--- src/rtl/reg_wb_arbiter_if.sv ---
// Writeback bus between the ALU/load producers and the register-file write arbiter.
// Forwarding lookup signals exist only when WB_FWD_EN is defined.
interface reg_wb_arbiter_if #(
  parameter int DATA_W = 32,
  parameter int ADDR_W = 5
);
  logic              alu_valid;
  logic [ADDR_W-1:0] alu_rd;
  logic [DATA_W-1:0] alu_data;
  logic              alu_ready;
  logic              mem_valid;
  logic [ADDR_W-1:0] mem_rd;
  logic [DATA_W-1:0] mem_data;
  logic              mem_ready;
  logic              RegWrite;
  logic [ADDR_W-1:0] Rd;
  logic [DATA_W-1:0] Data;
  logic              busy;
`ifdef WB_FWD_EN
  logic [ADDR_W-1:0] fwd_ra;
  logic [ADDR_W-1:0] fwd_rb;
  logic              fwd_a_hit;
  logic              fwd_b_hit;
  logic [DATA_W-1:0] fwd_a_data;
  logic [DATA_W-1:0] fwd_b_data;

  modport master (
    output alu_valid, alu_rd, alu_data, mem_valid, mem_rd, mem_data, fwd_ra, fwd_rb,
    input  alu_ready, mem_ready, RegWrite, Rd, Data, busy,
           fwd_a_hit, fwd_b_hit, fwd_a_data, fwd_b_data
  );

  modport slave (
    input  alu_valid, alu_rd, alu_data, mem_valid, mem_rd, mem_data, fwd_ra, fwd_rb,
    output alu_ready, mem_ready, RegWrite, Rd, Data, busy,
           fwd_a_hit, fwd_b_hit, fwd_a_data, fwd_b_data
  );
`else
  modport master (
    output alu_valid, alu_rd, alu_data, mem_valid, mem_rd, mem_data,
    input  alu_ready, mem_ready, RegWrite, Rd, Data, busy
  );

  modport slave (
    input  alu_valid, alu_rd, alu_data, mem_valid, mem_rd, mem_data,
    output alu_ready, mem_ready, RegWrite, Rd, Data, busy
  );
`endif
endinterface

--- src/rtl/reg_wb_arbiter.sv ---
// Merges ALU and load writebacks into the single register-file write port (load wins ties).
// Optional decode bypass lookups are enabled with the WB_FWD_EN macro.
module reg_wb_arbiter #(
  parameter int DATA_W = 32,
  parameter int ADDR_W = 5
) (
  input  logic               clk,
  input  logic               rst_n,
  reg_wb_arbiter_if.slave    bus
);

  logic              alu_full_q, alu_full_d;
  logic [ADDR_W-1:0] alu_rd_q, alu_rd_d;
  logic [DATA_W-1:0] alu_data_q, alu_data_d;
  logic              mem_full_q, mem_full_d;
  logic [ADDR_W-1:0] mem_rd_q, mem_rd_d;
  logic [DATA_W-1:0] mem_data_q, mem_data_d;
  logic              we_q, we_d;
  logic [ADDR_W-1:0] rd_q, rd_d;
  logic [DATA_W-1:0] data_q, data_d;

  logic              alu_ready, mem_ready;
  logic              alu_acc, mem_acc;
  logic              alu_head_v, mem_head_v;
  logic [ADDR_W-1:0] alu_head_rd, mem_head_rd;
  logic [DATA_W-1:0] alu_head_data, mem_head_data;
  logic              alu_win, mem_win;

  // A full hold register is always the head; writes to r0 are accepted but never queued.
  always_comb begin
    alu_ready     = rst_n && !alu_full_q;
    mem_ready     = rst_n && !mem_full_q;
    alu_acc       = bus.alu_valid && alu_ready && (bus.alu_rd != '0);
    mem_acc       = bus.mem_valid && mem_ready && (bus.mem_rd != '0);
    alu_head_v    = alu_full_q || alu_acc;
    mem_head_v    = mem_full_q || mem_acc;
    alu_head_rd   = alu_full_q ? alu_rd_q   : bus.alu_rd;
    alu_head_data = alu_full_q ? alu_data_q : bus.alu_data;
    mem_head_rd   = mem_full_q ? mem_rd_q   : bus.mem_rd;
    mem_head_data = mem_full_q ? mem_data_q : bus.mem_data;
    mem_win       = mem_head_v;
    alu_win       = alu_head_v && !mem_head_v;
  end

  always_comb begin
    we_d       = mem_win || alu_win;
    rd_d       = rd_q;
    data_d     = data_q;
    if (mem_win) begin
      rd_d   = mem_head_rd;
      data_d = mem_head_data;
    end else if (alu_win) begin
      rd_d   = alu_head_rd;
      data_d = alu_head_data;
    end
    alu_full_d = alu_head_v && !alu_win;
    alu_rd_d   = alu_full_d ? alu_head_rd   : alu_rd_q;
    alu_data_d = alu_full_d ? alu_head_data : alu_data_q;
    mem_full_d = mem_head_v && !mem_win;
    mem_rd_d   = mem_full_d ? mem_head_rd   : mem_rd_q;
    mem_data_d = mem_full_d ? mem_head_data : mem_data_q;
  end

  always_ff @(posedge clk or negedge rst_n) begin
    if (!rst_n) begin
      alu_full_q <= 1'b0;
      alu_rd_q   <= '0;
      alu_data_q <= '0;
      mem_full_q <= 1'b0;
      mem_rd_q   <= '0;
      mem_data_q <= '0;
      we_q       <= 1'b0;
      rd_q       <= '0;
      data_q     <= '0;
    end else begin
      alu_full_q <= alu_full_d;
      alu_rd_q   <= alu_rd_d;
      alu_data_q <= alu_data_d;
      mem_full_q <= mem_full_d;
      mem_rd_q   <= mem_rd_d;
      mem_data_q <= mem_data_d;
      we_q       <= we_d;
      rd_q       <= rd_d;
      data_q     <= data_d;
    end
  end

  assign bus.alu_ready = alu_ready;
  assign bus.mem_ready = mem_ready;
  assign bus.RegWrite  = we_q;
  assign bus.Rd        = rd_q;
  assign bus.Data      = data_q;
  assign bus.busy      = alu_full_q || mem_full_q || we_q;

`ifdef WB_FWD_EN
  // Newest value wins: a held ALU result is younger than a held load, both younger than the output stage.
  always_comb begin
    bus.fwd_a_hit  = 1'b0;
    bus.fwd_a_data = '0;
    if (bus.fwd_ra != '0) begin
      if (alu_full_q && (alu_rd_q == bus.fwd_ra)) begin
        bus.fwd_a_hit  = 1'b1;
        bus.fwd_a_data = alu_data_q;
      end else if (mem_full_q && (mem_rd_q == bus.fwd_ra)) begin
        bus.fwd_a_hit  = 1'b1;
        bus.fwd_a_data = mem_data_q;
      end else if (we_q && (rd_q == bus.fwd_ra)) begin
        bus.fwd_a_hit  = 1'b1;
        bus.fwd_a_data = data_q;
      end
    end
  end

  always_comb begin
    bus.fwd_b_hit  = 1'b0;
    bus.fwd_b_data = '0;
    if (bus.fwd_rb != '0) begin
      if (alu_full_q && (alu_rd_q == bus.fwd_rb)) begin
        bus.fwd_b_hit  = 1'b1;
        bus.fwd_b_data = alu_data_q;
      end else if (mem_full_q && (mem_rd_q == bus.fwd_rb)) begin
        bus.fwd_b_hit  = 1'b1;
        bus.fwd_b_data = mem_data_q;
      end else if (we_q && (rd_q == bus.fwd_rb)) begin
        bus.fwd_b_hit  = 1'b1;
        bus.fwd_b_data = data_q;
      end
    end
  end
`endif

endmodule

--- src/flat_wrapper.sv ---
// flat-port wrapper written by rule: the top's interface ports become plain ports
module reg_wb_arbiter_flat 
#(
  parameter int DATA_W = 32,
  parameter int ADDR_W = 5
)
  (clk, rst_n, bus_alu_valid, bus_alu_rd, bus_alu_data, bus_mem_valid, bus_mem_rd, bus_mem_data, bus_alu_ready, bus_mem_ready, bus_RegWrite, bus_Rd, bus_Data, bus_busy);
  reg_wb_arbiter_if #(.DATA_W(DATA_W), .ADDR_W(ADDR_W)) bus_i ();
  input  logic clk;
  input  logic rst_n;
  input wire logic [$bits(bus_i.alu_valid)-1:0] bus_alu_valid;
  input wire logic [$bits(bus_i.alu_rd)-1:0] bus_alu_rd;
  input wire logic [$bits(bus_i.alu_data)-1:0] bus_alu_data;
  input wire logic [$bits(bus_i.mem_valid)-1:0] bus_mem_valid;
  input wire logic [$bits(bus_i.mem_rd)-1:0] bus_mem_rd;
  input wire logic [$bits(bus_i.mem_data)-1:0] bus_mem_data;
  output wire logic [$bits(bus_i.alu_ready)-1:0] bus_alu_ready;
  output wire logic [$bits(bus_i.mem_ready)-1:0] bus_mem_ready;
  output wire logic [$bits(bus_i.RegWrite)-1:0] bus_RegWrite;
  output wire logic [$bits(bus_i.Rd)-1:0] bus_Rd;
  output wire logic [$bits(bus_i.Data)-1:0] bus_Data;
  output wire logic [$bits(bus_i.busy)-1:0] bus_busy;
  assign bus_i.alu_valid = bus_alu_valid;
  assign bus_i.alu_rd = bus_alu_rd;
  assign bus_i.alu_data = bus_alu_data;
  assign bus_i.mem_valid = bus_mem_valid;
  assign bus_i.mem_rd = bus_mem_rd;
  assign bus_i.mem_data = bus_mem_data;
  assign bus_alu_ready = bus_i.alu_ready;
  assign bus_mem_ready = bus_i.mem_ready;
  assign bus_RegWrite = bus_i.RegWrite;
  assign bus_Rd = bus_i.Rd;
  assign bus_Data = bus_i.Data;
  assign bus_busy = bus_i.busy;
  reg_wb_arbiter #(.DATA_W(DATA_W), .ADDR_W(ADDR_W)) u_core (.clk(clk), .rst_n(rst_n), .bus(bus_i));
endmodule
--- config.mk ---
export PLATFORM = sky130hd
export DESIGN_NAME = reg_wb_arbiter_flat
export DESIGN_NICKNAME = d
export VERILOG_FILES = /design/src/rtl/reg_wb_arbiter_if.sv /design/src/rtl/reg_wb_arbiter.sv /design/src/flat_wrapper.sv
export SDC_FILE = /design/constraint.sdc
export NUM_CORES = 1
export LEC_CHECK = 0
export ABC_AREA = 1
export CORE_MARGIN = 5
export CORE_UTILIZATION = 48
export CTS_CLUSTER_DIAMETER = 60
export DETAILED_ROUTE_END_ITERATION = 6
export GPL_TIMING_DRIVEN = 1
export PLACE_DENSITY = 0.93
export SYNTH_ARGS = -nofsm -noshare
export SYNTH_HDL_FRONTEND = slang
export SYNTH_SLANG_ARGS = --single-unit
--- constraint.sdc ---
create_clock -name clk -period 1.6 [get_ports clk]
set_clock_uncertainty 0.1 [all_clocks]
set_input_delay 0.32 -clock clk [delete_from_list [all_inputs] [get_ports clk]]
set_output_delay 0.32 -clock clk [all_outputs]
set_load 0.05 [all_outputs]
==> metrics <==
Max-Cap Viols 0; WS Path Type flop to flop; Yosys cell types 20; Lkg Pwr about 3.3 nW; Slew Viols, Final 0; Worst Setup Start Kind flop; RSZ-0062 raised after global routing true; Die Y between 100 and 150 um; Post-Syn Area approximately 4100 sq um; Crit. End Element flop; Routed WL per cell around 16 um; total gr overflow 0; root buf cell clkbuf_8; core area 8299 sq um; Yosys reg bits 76; clk sinks between 70 and 80; via count about 4300; most frequent cells in the layout nand2_1, clkdlybuf4s50_1, dfrtp_1; Area Growth Syn to Fin 53.67%; first-pass GRT wire length slightly below 20 mm; largest net degree at the start of global routing 46; Fmax around 580 MHz; DRC Markers 0; worst-path fanout max 6; initial drt markers 297; Cell Pwr Density roughly 1100 nW/um^2; port buffer count 118; Final WS setup -0.1288 ns; Mapped Cells ~580; commonest non-fill, non-tap cell in the layout nand2_1; Worst Hold Class primary input to asynchronous set/reset pin; Synth Warn # 0; clock insertion delay at the later pin of the skew report roughly 0.35 ns; register area 1903 sq um; WL final roughly 13 mm; worst slew pin tran around 0.58 ns; Layout Nets approximately 790; Fillers just over 500; Initial Utilization 0.4986; Tmin final ~1.7 ns; final setup vio count 76; # rows 33; Placement Cell Area slightly below 6000 sq um; initial antenna violation count 0; CTS max path bufs 2; routability cong. 0.8582; H-tree Lvls 3; die area between 10000 and 15000 sq um; area of the multi-input gates roughly 1800 sq um; failing checks negative setup slack; CTS tree yes; Tcrit/Tclk final 1.081; DP HPWL around 9 mm; GRT Total Usage 0.2415; max_slew headroom 0.6107; Vias per Instance between 5 and 6; antenna-violating nets left 0; Clock transition at path regs approximately 0.080 ns; worst path required time between 1.5 and 2 ns; status complete, but fails checks; Worst IR Drop VDD just over 0.0007 V; Initial DRT Pass Iterations 5; num ports 119; layout cell share with drive strength beyond 1 0.1552; mean area per synthesized cell 7.196 sq um; endpoints failing hold 0; register area share after synthesis 0.4596; Net Count, Synth ~650; die width just over 100 um; Inserted Diodes 0; WHS roughly 0.032 ns; fin area 6359 sq um; vias in the first global route ~4300; cts bufs inserted 9; arrival time at the worst endpoint 1.92 ns
-- through the flow --
step	total power, W	instances	setup TNS [ns]	util	worst slack (ns)
detailed placement	0.005133	795	-17.75	0.7163	-0.3018
CTS	0.006631	816	-1.770	0.7491	-0.1211
global placement	0.005049	795	-13.76	0.7163	-0.2053
global route	0.007029	820	-10.50	0.7662	-0.1770
floorplan	0.003807	575	0	-	0.05711
finish	0.006744	820	-6.070	0.7662	-0.1288
-- worst paths after layout --
path | slack [ns] | end | startpoint | cells after the start
max in group asynchronous | 0.53 | u_core.alu_data_q[1] | rst_n | 3
min in group clk | 0.38 | u_core.alu_data_q[10] | u_core.alu_data_q[10] | 2
max reg2reg | -0.13 | u_core.bus.Data[4] | u_core.alu_full_q | 10
min | 0.03 | u_core.alu_rd_q[1] | rst_n | 2
min reg2reg | 0.38 | u_core.alu_data_q[10] | u_core.alu_data_q[10] | 2
max | -0.13 | u_core.bus.Data[4] | u_core.alu_full_q | 10
-- layer usage --
metal  up-vias  part of all wire  GRT usage
met3        49             0.092    0.04939
met2       269              0.49     0.4255
met1      2002              0.38     0.2805
met5         -                 0          0
li1       2013                 -          -
met4         0             0.042     0.1155
-- cell families (layout without fill, tap and decap cells) --
group / count (synthesis) / in the layout / share of synthesized area
AOI/OAI and AO/OA: 30 / 30 / 0.03629
buffers and inverters: 99 / 239 / 0.1158
DFF: 76 / 76 / 0.4596
and+or+nand+nor: 370 / 370 / 0.3883
-- final cells by class --
class	count	share of cell area
Inverter	65	0.04073
Tap cell	105	0.02066
Clock buffer	15	0.02617
Multi-Input combinational cell	400	0.2832
Timing Repair Buffer	158	0.3253
Clock inverter	1	0.004723
Sequential cell	76	0.2993
-- critical path, stage by stage (launching register included) --
cell	delay (ns)
dfrtp_2	0.44
buf_4	0.16
buf_4	0.15
nor2_4	0.11
nand3_4	0.09
nand2_4	0.12
nand2_8	0.10
clkinv_8	0.10
clkbuf_16	0.14
nand2_1	0.06
nand2_1	0.07
-- flip-flops by register name (all words and copies together), names as in the netlist --
name,flops
u_core.alu_data_q,32
u_core.alu_full_q,1
u_core.alu_rd_q,5
u_core.bus.Data,32
u_core.bus.Rd,5
u_core.bus.RegWrite,1
-- repair_timing --
| item | in CTS | in global routing |
|---|---|---|
| hold buffers | 1 | 0 |
| gates resized for setup | 3 | 21 |
| gates cloned | 1 | 4 |
| setup buffers | 3 | 0 |
| setup endpoints to repair | 2 | 76 |
| endpoints found under the hold margin | 31 | 0 |
| pin swaps | 1 | 6 |
-- power breakdown --
part | switching (W) | internal (W) | total, W
Combinational | 0.00137 | 0.00123 | 0.00259
Sequential | 0.000339 | 0.00230 | 0.00264
Clock | 0.000696 | 0.000811 | 0.00151
-- Yosys cell counts (all sizes together) --
| master | number | area share |
|---|---|---|
| or2 | 1 | 0.0015 |
| inv | 65 | 0.060 |
| nand3b | 30 | 0.054 |
| clkbuf | 5 | 0.0045 |
| nand4 | 1 | 0.0030 |
| dfrtp | 76 | 0.46 |
| buf | 29 | 0.052 |
| o21ai | 30 | 0.036 |
| nand3 | 37 | 0.050 |
| nand2 | 292 | 0.27 |
| nor2 | 9 | 0.011 |
(Power assumes the default switching activity.)
==> patch, RTL diff (same flow settings) <==
`ADDR_W` is set to 5 in 3 places; all go to 7.
--- a/src/rtl/reg_wb_arbiter_if.sv
+++ b/src/rtl/reg_wb_arbiter_if.sv
@@ -3,5 +3,5 @@
 interface reg_wb_arbiter_if #(
   parameter int DATA_W = 32,
-  parameter int ADDR_W = 5
+  parameter int ADDR_W = 7
 );
   logic              alu_valid;
--- a/src/rtl/reg_wb_arbiter.sv
+++ b/src/rtl/reg_wb_arbiter.sv
@@ -3,5 +3,5 @@
 module reg_wb_arbiter #(
   parameter int DATA_W = 32,
-  parameter int ADDR_W = 5
+  parameter int ADDR_W = 7
 ) (
   input  logic               clk,
--- a/src/flat_wrapper.sv
+++ b/src/flat_wrapper.sv
@@ -3,5 +3,5 @@
 #(
   parameter int DATA_W = 32,
-  parameter int ADDR_W = 5
+  parameter int ADDR_W = 7
 )
   (clk, rst_n, bus_alu_valid, bus_alu_rd, bus_alu_data, bus_mem_valid, bus_mem_rd, bus_mem_data, bus_alu_ready, bus_mem_ready, bus_RegWrite, bus_Rd, bus_Data, bus_busy);
Interface: changed (resized bus_Rd, bus_alu_rd and bus_mem_rd); port bits go from 119 to 125. The function was not compared with the original's and may differ.
==> patch against the unedited design <==
The run still ends with negative setup slack left; first-iteration DRC count grew to 2.9 times the old value; sequential cell count up 4; global-route usage increased by 2.9 points; routed wire length is 41% higher; worst setup slack better by 0.0026 ns; combinational power grew 7%; clock power up 9%; sequential power grew 4%; synthesized area is 4.3% higher; critical path type unchanged; count of clock-buffer cells in the layout is 6 lower; total power rose by 6.2%; critical endpoint is now u_core.bus.Rd[2]$_DFFE_PN0P_; die area grew 3.9%; cell area is 12% higher; fmax up 0.15%.
==> patch: results (changes against the unedited design) <==
met1_usage_pct: 33.2  # +5.1 points
wire_per_inst_um: 21.5  # +31%
ys_top_cells_by_count: "nand2_1, dfrtp_1, nand3_1"
p_int_w: 0.00454  # +4.5%
holdWs_ns: 0.0654  # +0.0334 ns
dp.cells: 845  # +6.3%
port_buffers: 124  # +5.1%
slowest_delay_ns: 0.47  # +0.03 ns
antennaDiodeCount: 0  # unchanged
dr.pass1.iters: 6  # +1
rr_startpoint: "u_core.alu_full_q$_DFF_PN0_"
routed.top_layer: "met4"
status: "finished with violations"
timing.slew.headroom_pct: 61.9  # +0.84 points
placed_area_um2: 6240  # +5.0%
setup_violations: 50  # -34%
grt_start_max_net_pins: 45  # -2.2%
ir_drop_v: 0.000598  # -16%
fin_cells: 885  # +7.9%
grtUsageTotal_pct: 27.1  # +2.9 points
synth_nets: 711  # +8.9%
static-leakage-power_nw: 3.82  # +17%
met3WireLength_um: 2380  # +91%
setup_tns_ns: -3.13  # +2.94 ns
met2_length_um: 8630  # +32%
synth_cell_type_count: 16  # -20%
r2r-end: "u_core.bus.Rd[2]$_DFFE_PN0P_"
max_freq_ghz: 0.579  # +0.15%
cts.root.buffer_cell: "clkbuf_8"
grtUsageMet2_pct: 43.8  # +1.2 points
path_max_fanout: 10  # +4
violations: "negative setup slack"
syn-instance-count: 629  # +9.4%
nNetsFinal: 855  # +8.5%
drive_gt1_share_pct: 17.2  # +1.7 points
vias: 5492  # +27%
worstHoldPathType: "input port to asynchronous set/reset pin"
drt-met1-wl_um: 6540  # +27%
synth-warning-count: 0  # unchanged
grt_pass1_wl_um: 24300  # +22%
gp_congestion: 0.921  # +7.3%
cp.arrival_ns: 1.87  # -0.05 ns
use_met3_pct: 6.72  # +1.8 points
grt_pass1_vias: 5001  # +16%
clock_latency_ns: 0.37  # +0.02 ns
hpwlAfterDp_um: 9870  # +9.3%
pre_cts_ws_ns: -0.403  # -0.101 ns
finalWorstSetupSlack_ns: -0.126  # +0.00257 ns
yosys-top-cells-area: "dfrtp_1, nand2_1, nand3_1, nand4_1, buf_2"
drt_iter0_markers: 852  # +190%
yosysSeqAreaShare_pct: 46.4  # +0.41 points
patch: final cells by class:
class / count / area, µm²
Multi-Input combinational cell: 491 / 2140
Clock buffer: 9 / 124
Sequential cell: 80 / 2000
Clock inverter: 6 / 85.1
Inverter: 8 / 40.0
Fill cell: 457 / 1660
Timing Repair Buffer: 183 / 2570
Tap cell: 108 / 135
patch: power groups by stage:
stage	sequential (W)	clock, W	combinational [W]
finish	0.00275	0.00164	0.00277
global route	0.00278	0.00171	0.00290
CTS	0.00272	0.00161	0.00250
detailed placement	0.00275	0	0.00245
global placement	0.00273	0	0.00238
floorplan	0.00318	0	0.000673
patch: what timing repair did:
action,4_1_cts,5_1_grt
pin swaps,4,14
hold buffers,2,0
hold endpoints to repair,8,0
gates cloned,2,9
resized for setup,13,54
setup endpoints to repair,40,81
buffers inserted,3,9
patch: kinds of logic after synthesis:
kind of cell           count (synthesis)  synth area share (%)
AOI/OAI and AO/OA                      3                 0.522
and+or+nand+nor                      488                  47.1
buffers and inverters                 58                  6.00
DFF                                   80                  46.4
